==> src/rtl/hazard_scoreboard_pkg.sv <==
// Shared constants for the hazard scoreboard: default latencies, register-file
// geometry and the stall counter width.
package hazard_scoreboard_pkg;

  localparam int unsigned LAT_NOFWD_DFLT = 3;  // EXE, MEM, WB before the RF holds the result
  localparam int unsigned LAT_LOAD_DFLT  = 1;  // load-use bubble with forwarding
  localparam int unsigned CNT_W_DFLT     = 2;  // per-register countdown width
  localparam int unsigned NUM_REGS       = 16;
  localparam int unsigned REG_IDX_W      = 4;
  localparam int unsigned STALL_W        = 32;

endpackage : hazard_scoreboard_pkg

==> src/rtl/hazard_scoreboard_if.sv <==
// ID-stage <-> scoreboard interface.
//  master : ID stage side, drives source/dest decode, forward mode, branch and freeze
//  slave  : scoreboard side, returns hazard, flush, pending mask and stall count
interface hazard_scoreboard_if;
  import hazard_scoreboard_pkg::*;

  logic [REG_IDX_W-1:0] src_1;
  logic [REG_IDX_W-1:0] src_2;
  logic                 two_src;
  logic                 id_wb_en;
  logic                 id_mem_r_en;
  logic [REG_IDX_W-1:0] id_dest;
  logic                 forward_en;
  logic                 branch_taken;
  logic                 freeze;
  logic                 hazard;
  logic                 flush;
  logic [NUM_REGS-1:0]  pending;
  logic [STALL_W-1:0]   stall_cycles;

  modport master (
    output src_1, src_2, two_src, id_wb_en, id_mem_r_en, id_dest,
           forward_en, branch_taken, freeze,
    input  hazard, flush, pending, stall_cycles
  );

  modport slave (
    input  src_1, src_2, two_src, id_wb_en, id_mem_r_en, id_dest,
           forward_en, branch_taken, freeze,
    output hazard, flush, pending, stall_cycles
  );

endinterface : hazard_scoreboard_if

==> src/rtl/hazard_scoreboard_entry.sv <==
// One scoreboard countdown for a single architectural register.
//  clk, rst  : clock, async active-high reset
//  hold      : pipeline frozen; counter keeps its value
//  alloc     : an issuing instruction writes this register
//  alloc_lat : cycles until that write is visible to a reader
//  busy      : counter non-zero (register not yet readable)
module scoreboard_entry #(
  parameter int unsigned CNT_W = 2
) (
  input  logic             clk,
  input  logic             rst,
  input  logic             hold,
  input  logic             alloc,
  input  logic [CNT_W-1:0] alloc_lat,
  output logic             busy
);

  logic [CNT_W-1:0] cnt;
  logic [CNT_W-1:0] cnt_dec;
  logic [CNT_W-1:0] cnt_nxt;

  // Saturating decrement; a new write keeps the later of the two completions.
  always_comb begin
    cnt_dec = (cnt != '0) ? cnt - CNT_W'(1) : '0;
    cnt_nxt = cnt_dec;
    if (hold) begin
      cnt_nxt = cnt;
    end else if (alloc && (alloc_lat > cnt_dec)) begin
      cnt_nxt = alloc_lat;
    end
  end

  always_ff @(posedge clk or posedge rst) begin
    if (rst) begin
      cnt <= '0;
    end else begin
      cnt <= cnt_nxt;
    end
  end

  assign busy = (cnt != '0);

endmodule : scoreboard_entry

==> src/rtl/hazard_scoreboard.sv <==
// Per-register hazard scoreboard for the ID stage. Tracks in-flight writes to
// R0-R15 with countdown timers, stalls ID on a read of a busy register, passes
// branch_taken through as flush, and counts unfrozen stall cycles.
//  clk, rst : clock, async active-high reset
//  sb       : slave side of hazard_scoreboard_if (ID decode in; hazard,
//             flush, pending mask, stall_cycles out)
module hazard_scoreboard
  import hazard_scoreboard_pkg::*;
#(
  parameter int unsigned LAT_NOFWD = LAT_NOFWD_DFLT,
  parameter int unsigned LAT_LOAD  = LAT_LOAD_DFLT,
  parameter int unsigned CNT_W     = CNT_W_DFLT
) (
  input logic                clk,
  input logic                rst,
  hazard_scoreboard_if.slave sb
);

  localparam int unsigned CNT_MAX = (1 << CNT_W) - 1;

  // Counters must be able to hold the longest allocation latency.
  if ((LAT_NOFWD > CNT_MAX) || (LAT_LOAD > CNT_MAX)) begin : g_lat_check
    $error("hazard_scoreboard: latency does not fit in CNT_W bits");
  end

  logic [NUM_REGS-1:0] busy;
  logic                hazard;
  logic                issue;
  logic [CNT_W-1:0]    alloc_lat;
  logic [STALL_W-1:0]  stall_cnt;

  // A taken branch squashes the ID instruction, so it never stalls.
  assign hazard = (busy[sb.src_1] | (sb.two_src & busy[sb.src_2])) & ~sb.branch_taken;
  assign issue  = ~hazard & ~sb.freeze & ~sb.branch_taken;

  // Latency until the written value can be consumed by a dependent instruction.
  always_comb begin
    alloc_lat = CNT_W'(LAT_NOFWD);
    if (sb.forward_en) begin
      alloc_lat = sb.id_mem_r_en ? CNT_W'(LAT_LOAD) : '0;
    end
  end

  for (genvar r = 0; r < NUM_REGS; r++) begin : g_entry
    logic alloc;
    assign alloc = issue & sb.id_wb_en & (sb.id_dest == REG_IDX_W'(r));

    scoreboard_entry #(
      .CNT_W (CNT_W)
    ) u_entry (
      .clk       (clk),
      .rst       (rst),
      .hold      (sb.freeze),
      .alloc     (alloc),
      .alloc_lat (alloc_lat),
      .busy      (busy[r])
    );
  end

  // Frozen cycles are charged to the memory stage, not to hazards.
  always_ff @(posedge clk or posedge rst) begin
    if (rst) begin
      stall_cnt <= '0;
    end else if (hazard && !sb.freeze) begin
      stall_cnt <= stall_cnt + STALL_W'(1);
    end
  end

  assign sb.hazard       = hazard;
  assign sb.flush        = sb.branch_taken;
  assign sb.pending      = busy;
  assign sb.stall_cycles = stall_cnt;

endmodule : hazard_scoreboard
==> src/flat_wrapper.sv <==
// flat-port wrapper written by rule: the top's interface ports become plain ports
module hazard_scoreboard_flat import hazard_scoreboard_pkg::*;
#(
  parameter int unsigned LAT_NOFWD = LAT_NOFWD_DFLT,
  parameter int unsigned LAT_LOAD  = LAT_LOAD_DFLT,
  parameter int unsigned CNT_W     = CNT_W_DFLT
)
  (clk, rst, sb_src_1, sb_src_2, sb_two_src, sb_id_wb_en, sb_id_mem_r_en, sb_id_dest, sb_forward_en, sb_branch_taken, sb_freeze, sb_hazard, sb_flush, sb_pending, sb_stall_cycles);
  hazard_scoreboard_if sb_i ();
  input logic clk;
  input logic rst;
  input wire logic [$bits(sb_i.src_1)-1:0] sb_src_1;
  input wire logic [$bits(sb_i.src_2)-1:0] sb_src_2;
  input wire logic [$bits(sb_i.two_src)-1:0] sb_two_src;
  input wire logic [$bits(sb_i.id_wb_en)-1:0] sb_id_wb_en;
  input wire logic [$bits(sb_i.id_mem_r_en)-1:0] sb_id_mem_r_en;
  input wire logic [$bits(sb_i.id_dest)-1:0] sb_id_dest;
  input wire logic [$bits(sb_i.forward_en)-1:0] sb_forward_en;
  input wire logic [$bits(sb_i.branch_taken)-1:0] sb_branch_taken;
  input wire logic [$bits(sb_i.freeze)-1:0] sb_freeze;
  output wire logic [$bits(sb_i.hazard)-1:0] sb_hazard;
  output wire logic [$bits(sb_i.flush)-1:0] sb_flush;
  output wire logic [$bits(sb_i.pending)-1:0] sb_pending;
  output wire logic [$bits(sb_i.stall_cycles)-1:0] sb_stall_cycles;
  assign sb_i.src_1 = sb_src_1;
  assign sb_i.src_2 = sb_src_2;
  assign sb_i.two_src = sb_two_src;
  assign sb_i.id_wb_en = sb_id_wb_en;
  assign sb_i.id_mem_r_en = sb_id_mem_r_en;
  assign sb_i.id_dest = sb_id_dest;
  assign sb_i.forward_en = sb_forward_en;
  assign sb_i.branch_taken = sb_branch_taken;
  assign sb_i.freeze = sb_freeze;
  assign sb_hazard = sb_i.hazard;
  assign sb_flush = sb_i.flush;
  assign sb_pending = sb_i.pending;
  assign sb_stall_cycles = sb_i.stall_cycles;
  hazard_scoreboard #(.LAT_NOFWD(LAT_NOFWD), .LAT_LOAD(LAT_LOAD), .CNT_W(CNT_W)) u_core (.clk(clk), .rst(rst), .sb(sb_i));
endmodule
==> config.mk <==
export PLATFORM = sky130hd
export DESIGN_NAME = hazard_scoreboard_flat
export DESIGN_NICKNAME = d
export VERILOG_FILES = /design/src/rtl/hazard_scoreboard_pkg.sv /design/src/rtl/hazard_scoreboard_if.sv /design/src/rtl/hazard_scoreboard_entry.sv /design/src/rtl/hazard_scoreboard.sv /design/src/flat_wrapper.sv
export SDC_FILE = /design/constraint.sdc
export NUM_CORES = 1
export LEC_CHECK = 0
export BUFFER_PORTS_ARGS = -buffer_cell sky130_fd_sc_hd__buf_2
export CORE_ASPECT_RATIO = 1.25
export CORE_MARGIN = 2
export CORE_UTILIZATION = 45
export CTS_CLUSTER_SIZE = 28
export DETAILED_ROUTE_END_ITERATION = 8
export PLACE_DENSITY_LB_ADDON = 0.25
export SYNTH_ARGS = -nofsm -noshare
export SYNTH_HDL_FRONTEND = slang
export SYNTH_SLANG_ARGS = --single-unit
==> constraint.sdc <==
create_clock -name clk -period 3.3 [get_ports clk]
set_clock_uncertainty 0.05 [all_clocks]
set_input_delay 0.165 -clock clk [delete_from_list [all_inputs] [get_ports clk]]
set_output_delay 0.165 -clock clk [all_outputs]
set_load 0.03 [all_outputs]
==> results.cfg <==
[status]
status = finished, violations left
violations = negative hold slack

[worst_setup_path]
critPathRequiredTime_ps = 3080
worst_ep_arrival_time_ps = 2670
worstSetupPathType = reg -> out
cp_max_fo = 22
worst_setup_path_end_kind = output pin
r2r_slack_ps = 490
worstReg2RegEnd = u_core.g_entry[2].u_entry.cnt[0]
cp-start-kind = register
reg2reg_depth = 8
reg2reg_from = u_core.g_entry[7].u_entry.cnt[1]

[logic_synthesis]
synth_flop_cell = dfrtp_1
synthesis.area_mm2 = 0.004569
synth_edf_count = 0
syn_nets = 555
syn-instance-count = 502
yosysSeqAreaShare_pct = 35.05
synth_top_area_share_pct = 35.05
yosys-top-cells-area = dfrtp_1 35%, ha_1 9.0%, o221ai_1 6.1%
async_flop_share_pct = 100.0
yosys.area.top_type = dfrtp_1
synth_cell_types = 44
ys_seq_elements = 64
syn_avg_cell_area_um2 = 9.102
yosys_warnings = 0

[clock_tree]
htree_levels = 3
clock-sinks = 64
postCtsHoldBufs = 0
cts_tree = built
clk_latency_ps = 340
clockRootBuffer = clkbuf_16
cts_resized = 0
numCtsBuffers = 9
cts_buffer_depth = 2
clkSlewWorstSetupHoldPaths_ps = 60

[routing]
vias_per_cell = 5.702
drc = 0
via_count = 3963
wl_um = 11800
drt_iter0_markers = 201
first_pass_iters = 4
routedWlPerCell_um = 16.98
detail-route-antenna-nets = 0

[timing]
clock.fmax_mhz = 346.4
slew_headroom_pct = 37.22
final_hold_viol_count = 8
post-route-min-period_ps = 2886
setup_viol = 0
tns_ps = 0
fin_crit_sh_pct = 87.47
slew_viol_final = 0
hold-worst-slack_ps = -11.13
rsz0062_at_grt = no
tightest_slew_ps = 940.3

[grt]
grt_start_max_net_pins = 53
grt_pass1_vias = 3868
track_usage_pct = 22.55
grt_pass1_wl_um = 19050
grt_overflow = 0
antenna_found_initial = 0

[floorplan]
top_level_ports = 70
coreArea_mm2 = 0.01000
fp.dieW_um = 94.13
die_area_mm2 = 0.01098
start_util_pct = 45.68
fp-row-count = 41
die_y_um = 116.7

[run]
maxCapViolCount = 0

[place]
port_buffers = 69
hpwl_um = 8338
gp_congestion = 0.7837

[power_and_ir_drop]
power_density_mw_per_mm2 = 412.6
power_uw = 2174
ir_worst_vdd_uv = 560.1
power_leakage_uw = 0.002485

[finish]
multi_input_area_mm2 = 0.002634
areaGrowthSynthToFinish_pct = 15.31
finalNetCount = 614
final_util_pct = 52.67
drive_gt1_share_pct = 22.26
antenna_cells = 0
fill_cells = 948
seqCellArea_mm2 = 0.001602

[min_path]
hold_class = in -> async
==> kinds of logic after synthesis <==
logic type / Yosys count / synth area share (%)
AOI/OAI and AO/OA: 79 / 12.92
DFF: 64 / 35.05
buffers and inverters: 67 / 7.557
xor gates and xnor gates: 31 / 5.942
adders and majority gates: 33 / 9.036
and+or+nand+nor: 222 / 26.78
muxes: 6 / 2.711
==> cell usage in the layout (no fill, tap or decap), types with 2 or more instances in the layout <==
| cell type | n |
|---|---|
| nand2_1 | 70 |
| buf_2 | 69 |
| dfrtp_1 | 64 |
| inv_1 | 34 |
| ha_1 | 33 |
| o221ai_1 | 32 |
| a21oi_1 | 25 |
| nor2_1 | 23 |
| nor3_1 | 22 |
| nand2b_1 | 20 |
| xor2_1 | 20 |
| nor2b_1 | 18 |
| nand4_1 | 15 |
| nand3_1 | 12 |
| xnor2_1 | 11 |
| nor3_2 | 10 |
| buf_4 | 10 |
| clkbuf_16 | 9 |
| a211o_1 | 8 |
| or2_1 | 6 |
| nand3_2 | 6 |
| mux4_2 | 5 |
| nor4_1 | 5 |
| a211oi_1 | 4 |
| and4_1 | 3 |
| o21ai_0 | 2 |
| nor4_2 | 2 |
| and3_1 | 2 |
| nor3b_1 | 2 |
| or2_2 | 2 |
| clkbuf_8 | 2 |
| clkinv_2 | 2 |
| clkbuf_1 | 2 |
==> synth_stat cells (all sizes together), types with 2 or more instances <==
master	instances
nand2	70
dfrtp	64
inv	35
ha	33
nor3	32
o221ai	32
a21oi	26
buf	24
nor2	23
nand2b	20
xor2	20
nand3	18
nor2b	18
nand4	15
xnor2	11
a211o	8
clkbuf	8
nor4	8
or2	8
mux4	5
a211oi	4
and4	3
and3	2
nor3b	2
nor4b	2
o21ai	2
==> layer usage <==
layer | vias up | wire [µm] | track usage (%)
met5 | - | 0 | 0
met4 | 0 | 331 | 10.72
met3 | 21 | 588 | 4.452
met2 | 118 | 5774 | 39.10
met1 | 1915 | 5107 | 26.84
li1 | 1909 | - | -
==> repair_timing <==
item | in CTS | in global routing
endpoints found under the hold margin | 0 | 0
setup buffers | 0 | 2
endpoints found under the setup margin | 0 | 1
==> worst max-delay path, cell delays in order (launching register included) <==
cell	delay, ps
dfrtp_1	400
nor2_1	240
a21oi_1	110
a2111oi_0	460
a31oi_1	160
a221oi_4	380
buf_4	320
nor2_1	60
buf_2	180
==> area by class of cell <==
class / count / share of cell area [%]
Sequential cell: 64 / 30.40
Timing Repair Buffer: 80 / 8.359
Clock inverter: 3 / 0.7599
Inverter: 35 / 2.493
Multi-Input combinational cell: 371 / 49.99
Tap cell: 129 / 3.063
Clock buffer: 13 / 4.939
==> power by group <==
| part | total, µW | leakage [µW] | switching (µW) | internal (µW) |
|---|---|---|---|---|
| combinational | 350 | 0.00146 | 238 | 112 |
| clock | 963 | 0.000150 | 340 | 623 |
| sequential | 860 | 0.000879 | 41.7 | 819 |
| total | 2170 | 0.00249 | 620 | 1550 |
==> metrics by stage <==
stage | instance area (µm²) | setup slack [ps] | hold slack [ps] | cells
2_1_floorplan | 4569 | 851.1 | 350.2 | 502
3_3_place_gp | 4954 | 485.5 | 391.3 | 677
3_5_place_dp | 4954 | 426.8 | 398.8 | 677
4_1_cts | 5254 | 187.0 | 37.02 | 693
5_1_grt | 5269 | 203.2 | 100.4 | 695
6_report | 5269 | 413.5 | -11.13 | 695
==> registers in the layout, indices dropped and copies added, names as in the netlist <==
| signal | count |
|---|---|
| u_core.sb.stall_cycles | 32 |
| u_core.g_entry.u_entry.cnt | 32 |
==> worst max path at each step <==
stage / slack [ps] / end / cells after the start / from
2_1_floorplan: 850 / u_core.g_entry[1].u_entry.cnt[1] / 9 / u_core.g_entry[7].u_entry.cnt[1]
4_1_cts: 190 / sb_hazard / 8 / u_core.g_entry[3].u_entry.cnt[0]
3_5_place_dp: 430 / u_core.sb.stall_cycles[1] / 8 / u_core.g_entry[3].u_entry.cnt[0]
6_report: 410 / sb_hazard / 8 / u_core.g_entry[13].u_entry.cnt[1]
3_3_place_gp: 490 / u_core.sb.stall_cycles[1] / 8 / u_core.g_entry[3].u_entry.cnt[0]
5_1_grt: 200 / sb_hazard / 8 / u_core.g_entry[13].u_entry.cnt[0]
Note: power is estimated with default switching activity, not from simulation.
